===== src/rtl/lattice_step_sequencer.sv =====
// lattice_step_sequencer: turns one lattice update step into single-cycle
// enables on clk_in. Each row streams WIDTH shift pulses, one every SCALE
// cycles, and then holds collide_en for WIDTH cycles. After HEIGHT rows it
// issues a one-cycle done pulse.
// Optional build macro: LATTICE_SEQ_FREERUN_EN. When it is defined, DONE
// goes straight back to SHIFT, so steps repeat until reset.
module lattice_step_sequencer #(
   parameter int unsigned WIDTH       = 150,
   parameter int unsigned WIDTH_BITS  = 8,
   parameter int unsigned SCALE       = 4,
   parameter int unsigned LSCALE      = 2,
   parameter int unsigned HEIGHT      = 100,
   parameter int unsigned HEIGHT_BITS = 7
) (
   input  logic                   clk_in,
   input  logic                   reset,
   input  logic                   start,
   input  logic                   stall,
   output logic                   shift_en,
   output logic                   collide_en,
   output logic [HEIGHT_BITS-1:0] row_idx,
   output logic [WIDTH_BITS-1:0]  col_idx,
   output logic                   busy,
   output logic                   done,
   output logic [15:0]            step_count
);

   localparam int unsigned STEP_BITS = 16;
   localparam logic [LSCALE-1:0]      PHASE_LAST = LSCALE'(SCALE - 1);
   localparam logic [WIDTH_BITS-1:0]  COL_LAST   = WIDTH_BITS'(WIDTH - 1);
   localparam logic [HEIGHT_BITS-1:0] ROW_LAST   = HEIGHT_BITS'(HEIGHT - 1);

   typedef enum logic [1:0] {
      ST_IDLE    = 2'd0,
      ST_SHIFT   = 2'd1,
      ST_COLLIDE = 2'd2,
      ST_DONE    = 2'd3
   } state_t;

   state_t                 state_q, state_d;
   logic [LSCALE-1:0]      phase_q, phase_d;
   logic [WIDTH_BITS-1:0]  col_q, col_d;
   logic [HEIGHT_BITS-1:0] row_q, row_d;
   logic [STEP_BITS-1:0]   step_q, step_d;

   // State and counter registers.
   always_ff @(posedge clk_in or negedge reset) begin
      if (!reset) begin
         state_q <= ST_IDLE;
         phase_q <= '0;
         col_q   <= '0;
         row_q   <= '0;
         step_q  <= '0;
      end else begin
         state_q <= state_d;
         phase_q <= phase_d;
         col_q   <= col_d;
         row_q   <= row_d;
         step_q  <= step_d;
      end
   end

   // Next-state and counter sequencing. A stall outside IDLE freezes everything.
   always_comb begin
      state_d = state_q;
      phase_d = phase_q;
      col_d   = col_q;
      row_d   = row_q;
      step_d  = step_q;
      if (!stall || (state_q == ST_IDLE)) begin
         case (state_q)
            ST_IDLE: begin
               phase_d = '0;
               col_d   = '0;
               row_d   = '0;
               if (start) state_d = ST_SHIFT;
            end
            ST_SHIFT: begin
               if (phase_q == PHASE_LAST) begin
                  phase_d = '0;
                  if (col_q == COL_LAST) begin
                     col_d   = '0;
                     state_d = ST_COLLIDE;
                  end else begin
                     col_d = col_q + WIDTH_BITS'(1);
                  end
               end else begin
                  phase_d = phase_q + LSCALE'(1);
               end
            end
            ST_COLLIDE: begin
               if (col_q == COL_LAST) begin
                  col_d = '0;
                  if (row_q == ROW_LAST) begin
                     row_d   = '0;
                     state_d = ST_DONE;
                  end else begin
                     row_d   = row_q + HEIGHT_BITS'(1);
                     state_d = ST_SHIFT;
                  end
               end else begin
                  col_d = col_q + WIDTH_BITS'(1);
               end
            end
            ST_DONE: begin
               step_d = step_q + STEP_BITS'(1);
`ifdef LATTICE_SEQ_FREERUN_EN
               state_d = ST_SHIFT;
`else
               state_d = ST_IDLE;
`endif
            end
            default: state_d = ST_IDLE;
         endcase
      end
   end

   // Moore output decode. A stall masks the strobes but leaves busy high.
   always_comb begin
      shift_en   = 1'b0;
      collide_en = 1'b0;
      done       = 1'b0;
      busy       = (state_q != ST_IDLE);
      row_idx    = row_q;
      col_idx    = col_q;
      step_count = step_q;
      if (!stall) begin
         shift_en   = (state_q == ST_SHIFT) && (phase_q == '0);
         collide_en = (state_q == ST_COLLIDE);
         done       = (state_q == ST_DONE);
      end
   end

endmodule


===== config.mk =====
export PLATFORM = sky130hd
export DESIGN_NAME = lattice_step_sequencer
export DESIGN_NICKNAME = d
export VERILOG_FILES = /design/src/rtl/lattice_step_sequencer.sv
export SDC_FILE = /design/constraint.sdc
export NUM_CORES = 1
export LEC_CHECK = 0
export BUFFER_PORTS_ARGS = -buffer_cell sky130_fd_sc_hd__buf_2
export CAP_MARGIN = 25
export CELL_PAD_IN_SITES_DETAIL_PLACEMENT = 0
export CELL_PAD_IN_SITES_GLOBAL_PLACEMENT = 1
export CORE_MARGIN = 8
export CORE_UTILIZATION = 38
export CTS_CLUSTER_SIZE = 12
export DETAILED_ROUTE_END_ITERATION = 8
export PLACE_DENSITY_LB_ADDON = 0.08
export SLEW_MARGIN = 30
export SYNTH_ARGS = -nofsm -noshare
export SYNTH_HDL_FRONTEND = slang
export SYNTH_SLANG_ARGS = --single-unit

===== constraint.sdc =====
create_clock -name clk_in -period 1.9 [get_ports clk_in]
set_input_delay 0.38 -clock clk_in [delete_from_list [all_inputs] [get_ports clk_in]]
set_output_delay 0.38 -clock clk_in [all_outputs]
set_load 0.02 [all_outputs]

=== Word level (Yosys, flattened, before mapping) ===
Cells that the tools add are included.

* Input port bits: 4
* Register bits: 35

* Muxes and demuxes: 17
* Equality and inequality tests: 10
* Add/sub/neg operators: 4
* Reductions and logical operators: 14

{| class="wikitable"
|+ Operators with widths
! cell !! number
|-
| $pmux W8 S3 || 1
|-
| $add A16 B1 Y16 const B || 1
|-
| $mux W8 || 2
|-
| $mux W7 || 2
|-
| $pmux W7 S2 || 1
|-
| $mux W2 || 6
|-
| $add A8 B1 Y8 const B || 1
|-
| $eq A8 B8 Y1 const B || 1
|-
| $ne A2 B2 Y1 const B || 4
|-
| $pmux W2 S4 || 1
|-
| $add A7 B1 Y7 const B || 1
|-
| $eq A7 B7 Y1 const B || 1
|-
| $eq A2 B2 Y1 const B || 3
|-
| $reduce_and A3 Y1 || 2
|-
| $reduce_bool A2 Y1 || 3
|-
| $reduce_and A5 Y1 || 1
|-
| $logic_not A2 Y1 || 2
|-
| $pmux W2 S2 || 1
|-
| $reduce_and A2 Y1 || 2
|-
| $mux W1 || 3
|-
| $reduce_bool A3 Y1 || 1
|-
| $add A2 B1 Y2 const B || 1
|-
| $eq A2 B1 Y1 const B || 1
|-
| $logic_and A1 B1 Y1 || 1
|-
| other kinds (2) || 2
|}

=== Depth between registers and ports, before layout ===
* Depth after elaboration: 4
* Depth in mapped cells: 7

=== Least setup slack after synthesis ===
No wires, ideal clock.

* Kind: flip-flop to flip-flop
* From: reg state_q[0]
* To: reg step_q[10] (netlist: step_count[10])
* Arrival time: 1.699 ns
* Slack: 0.072 ns
* Clock period less this slack: 1.828 ns
* Required time: 1.771 ns
* Cell stages (with the launch flop): 8
* Library setup time: 0.129 ns
* Path through: dfrtp_1 inv_1 ha_1 and2b_1 buf_2 nor4b_4 nand4_1 xnor2_1

* Longest elaborated chain between the ends: 3
* Elaborated cells on any way between the ends: 4
* Those cells by class: 1 x eq/ne; 3 x reduce/logical

{| class="wikitable"
|+ RTL lines
! item !! line !! RTL
|-
| from (decl) || 40 || <nowiki>state_t state_q, state_d;</nowiki>
|-
| from (signal assigned) || 55 || <nowiki>state_q <= state_d;</nowiki>
|-
| $logic_not A2 Y1 || 70 || <nowiki>if (!stall || (state_q == ST_IDLE)) begin</nowiki>
|-
| $logic_or A1 B1 Y1 || 70 ||
|-
| $reduce_and A2 Y1 (no source line) * || n/a ||
|-
| to (signal assigned) || 59 || <nowiki>step_q <= step_d;</nowiki>
|-
| to (decl) || 44 || <nowiki>logic [STEP_BITS-1:0] step_q, step_d;</nowiki>
|}

Mark *: on every way between the ends. The rest lies on a longest branch, timed or not.
A chain may end at the register's enable or synchronous reset.

=== Worst setup path in the final report ===
* From: reg state_q[0]
* To: out shift_en

* Longest elaborated chain between the ends: 3

{| class="wikitable"
|+ RTL lines
! item !! line !! RTL
|-
| $eq A2 B1 Y1 || 128 || <nowiki>shift_en = (state_q == ST_SHIFT) && (phase_q == '0);</nowiki>
|-
| $logic_and A1 B1 Y1 || 128 ||
|-
| $mux W1 || 127 || <nowiki>if (!stall) begin</nowiki>
|-
| to (decl) || 19 || <nowiki>output logic shift_en,</nowiki>
|}

No other way between the ends.

==> results.toml <==
[cts]
clockBufferDepth = 2
h-tree-depth = 2
cts_buffers = 5
insertion_delay_ps = 290
cts_sinks = 35
path_clk_slew_ps = 70
cts_tree = "done"
clock-root-buffer = "clkbuf_8"
post_cts_buffers = 0

[timing]
max_clock_freq_mhz = 546
min_period_ps = 1830
hold_violations = 0
clock_skew_ps = 3.87
finalCritPeriodShare = 0.964
max_slew.worst_pin.slew_ps = 591
final_max_slew_viol_count = 0
setup_viol_count_final = 0
rsz0062_at_grt = "yes"
maxSlewHeadroom = 0.605
worst_slack_ps = 68.2

[floorplan]
pin_count = 39
die_h_um = 86.2
rows = 25
die_area_mm2 = 0.00743
die_x_um = 86.2
initial_core_util = 0.396
core_area_mm2 = 0.00472

[finish]
design_area_mm2 = 0.00236
fillers = 440
drive_gt1_frac = 0.300
antennaDiodeCount = 0
area_growth_pct = 25.9
nets = 246

[drt]
wirelength_mm = 4.30
vias = 1512
drt_iter0_markers = 31
ant_nets = 0
route.detailed.drc = 0
first_pass_iters = 4
routedWlPerCell_um = 14.3
routed_via_density = 5.04

[setup_path]
cp_max_fo = 5
cp.required_ps = 1520
worstPathArrival_ps = 1450
criticalPathCategory = "flip-flop to primary output"
end_kind = "primary output"
startpoint_type = "flip-flop"
rrSetupSlack_ps = 120

[power]
power_density_mw_per_mm2 = 1240
totalPowerFinal_mw = 2.92
ir_drop_mv = 0.506
cellLeakagePower_nw = 1.10

[global_route]
grt_pass1_wl_mm = 7.41
overflow = 0
grt_max_degree = 36
grt_pass1_vias = 1578
grtUsageTotal = 0.123
antenna_found_initial = 0

[place]
portBuffers = 38
place.gp.congestion = 0.826
place_area_mm2 = 0.00220
hpwl_mm = 3.26
post-place-ws_ps = -8.27

[flow_run]
drv_cap = 0

[yosys]
ys_seq_area_frac = 0.468
synth_most_common_cell = "dfrtp_1"
synth_top_cells_by_count = "dfrtp_1, xnor2_1, nand2_1, ha_1, nor2_1"
synth_cell_types = 41
ys.flop_type = "dfrtp_1"
synth_async_sr_flop_share = 1.00
synth_edf_count = 0
synth_nets = 195
yosysWarnings = 0
synth_top_cell_by_area = "dfrtp_1"
synth.area.top_cells = "dfrtp_1, xnor2_1, ha_1, nand2_1, nand4_1"
syn-instance-count = 181
syn-cell-area_mm2 = 0.00187
synth_top_area_share = 0.468
ys_ff_latch = 35
syn_area_per_cell_um2 = 10.3

[run_status]
status = "complete, no violations"

[hold_path]
hp-class = "primary input to asynchronous set/reset pin"
-- registers in the layout, indices dropped and copies added (netlist names) --
name / cells
row_idx: 7
step_count: 16
state_q: 2
phase_q: 2
col_idx: 8
-- per-layer routing --
layer	part of all wire	wire, um	up-vias	track usage
li1	-	-	742	-
met4	0.0088	38	0	0.0313
met2	0.51	2180	30	0.214
met5	0	0	-	0
met3	0.058	248	5	0.0425
met1	0.43	1840	735	0.141
-- final cells by class --
class	instances	area (um^2)	area share
Multi-Input combinational cell	135	990	0.420
Clock buffer	6	82.6	0.0350
Inverter	9	33.8	0.0143
Timing Repair Buffer	46	256	0.109
Clock inverter	2	35.0	0.0149
Tap cell	67	83.8	0.0356
Sequential cell	35	876	0.372
-- power breakdown --
group	switching [mW]	internal [mW]	total [mW]
sequential	0.131	0.871	1.00
combinational	0.731	0.488	1.22
clock	0.275	0.425	0.700
total	1.14	1.78	2.92
-- worst max-delay path, stage by stage, from the launching register on --
cell	delay, ps
dfrtp_1	380
buf_4	150
ha_1	200
buf_4	150
and3_1	160
buf_6	130
-- logic make-up (layout without fill, tap and decap cells) --
family	after synthesis	after routing	share of synthesized area
DFF	35	35	0.468
and+or+nand+nor	77	77	0.241
AOI/OAI and AO/OA	23	23	0.0822
buffers and inverters	11	63	0.0227
adders and majority gates	10	10	0.0668
xor gates and xnor gates	23	23	0.108
muxes	2	2	0.0114
-- worst paths after layout --
kind	startpoint	cells past startpoint	end
max in group asynchronous	reset	2	step_count[14]
worst max-delay path	state_q[0]	5	shift_en
worst min-delay path	reset	2	step_count[4]
min in group clk_in	step_count[15]	1	step_count[15]
worst max register to register	state_q[0]	6	col_idx[0]
worst min register to register	step_count[15]	1	step_count[15]
-- placed cells by master, fill, tap and decap left out, types with 2 or more instances in the layout --
cell and count:
a21o_1 3, nand2_1 19, nand4b_1 2, o2bb2ai_1 2, or2_2 2, nor3_1 3
clkbuf_8 6, nor4_1 4, ha_1 8, xor2_1 2, ha_2 2, buf_4 8
nor2_1 10, a32o_1 2, inv_1 9, buf_2 37, a31oi_1 5, a21oi_1 7
and4_1 2, nor2b_1 3, nand3_1 8, nand2b_1 2, xnor2_1 21, dfrtp_1 35
nand4_1 7
-- per-stage QoR --
stage / std cells / hold WS, ps / TNS (ps) / utilization
2_1_floorplan: 181 / 84.4 / 0 / -
3_3_place_gp: 292 / 440 / 0 / 0.465
3_5_place_dp: 292 / 449 / -15.2 / 0.465
4_1_cts: 300 / 131 / 0 / 0.492
5_1_grt: 300 / 162 / -7.31 / 0.499
6_report: 300 / 124 / 0 / 0.499
-- repair_timing --
item | in CTS | in global routing
setup endpoints to repair | 2 | 18
hold buffers | 0 | 0
resized for setup | 1 | 10
pin swaps | 0 | 1
No activity file was read; power rests on OpenSTA's default activity.
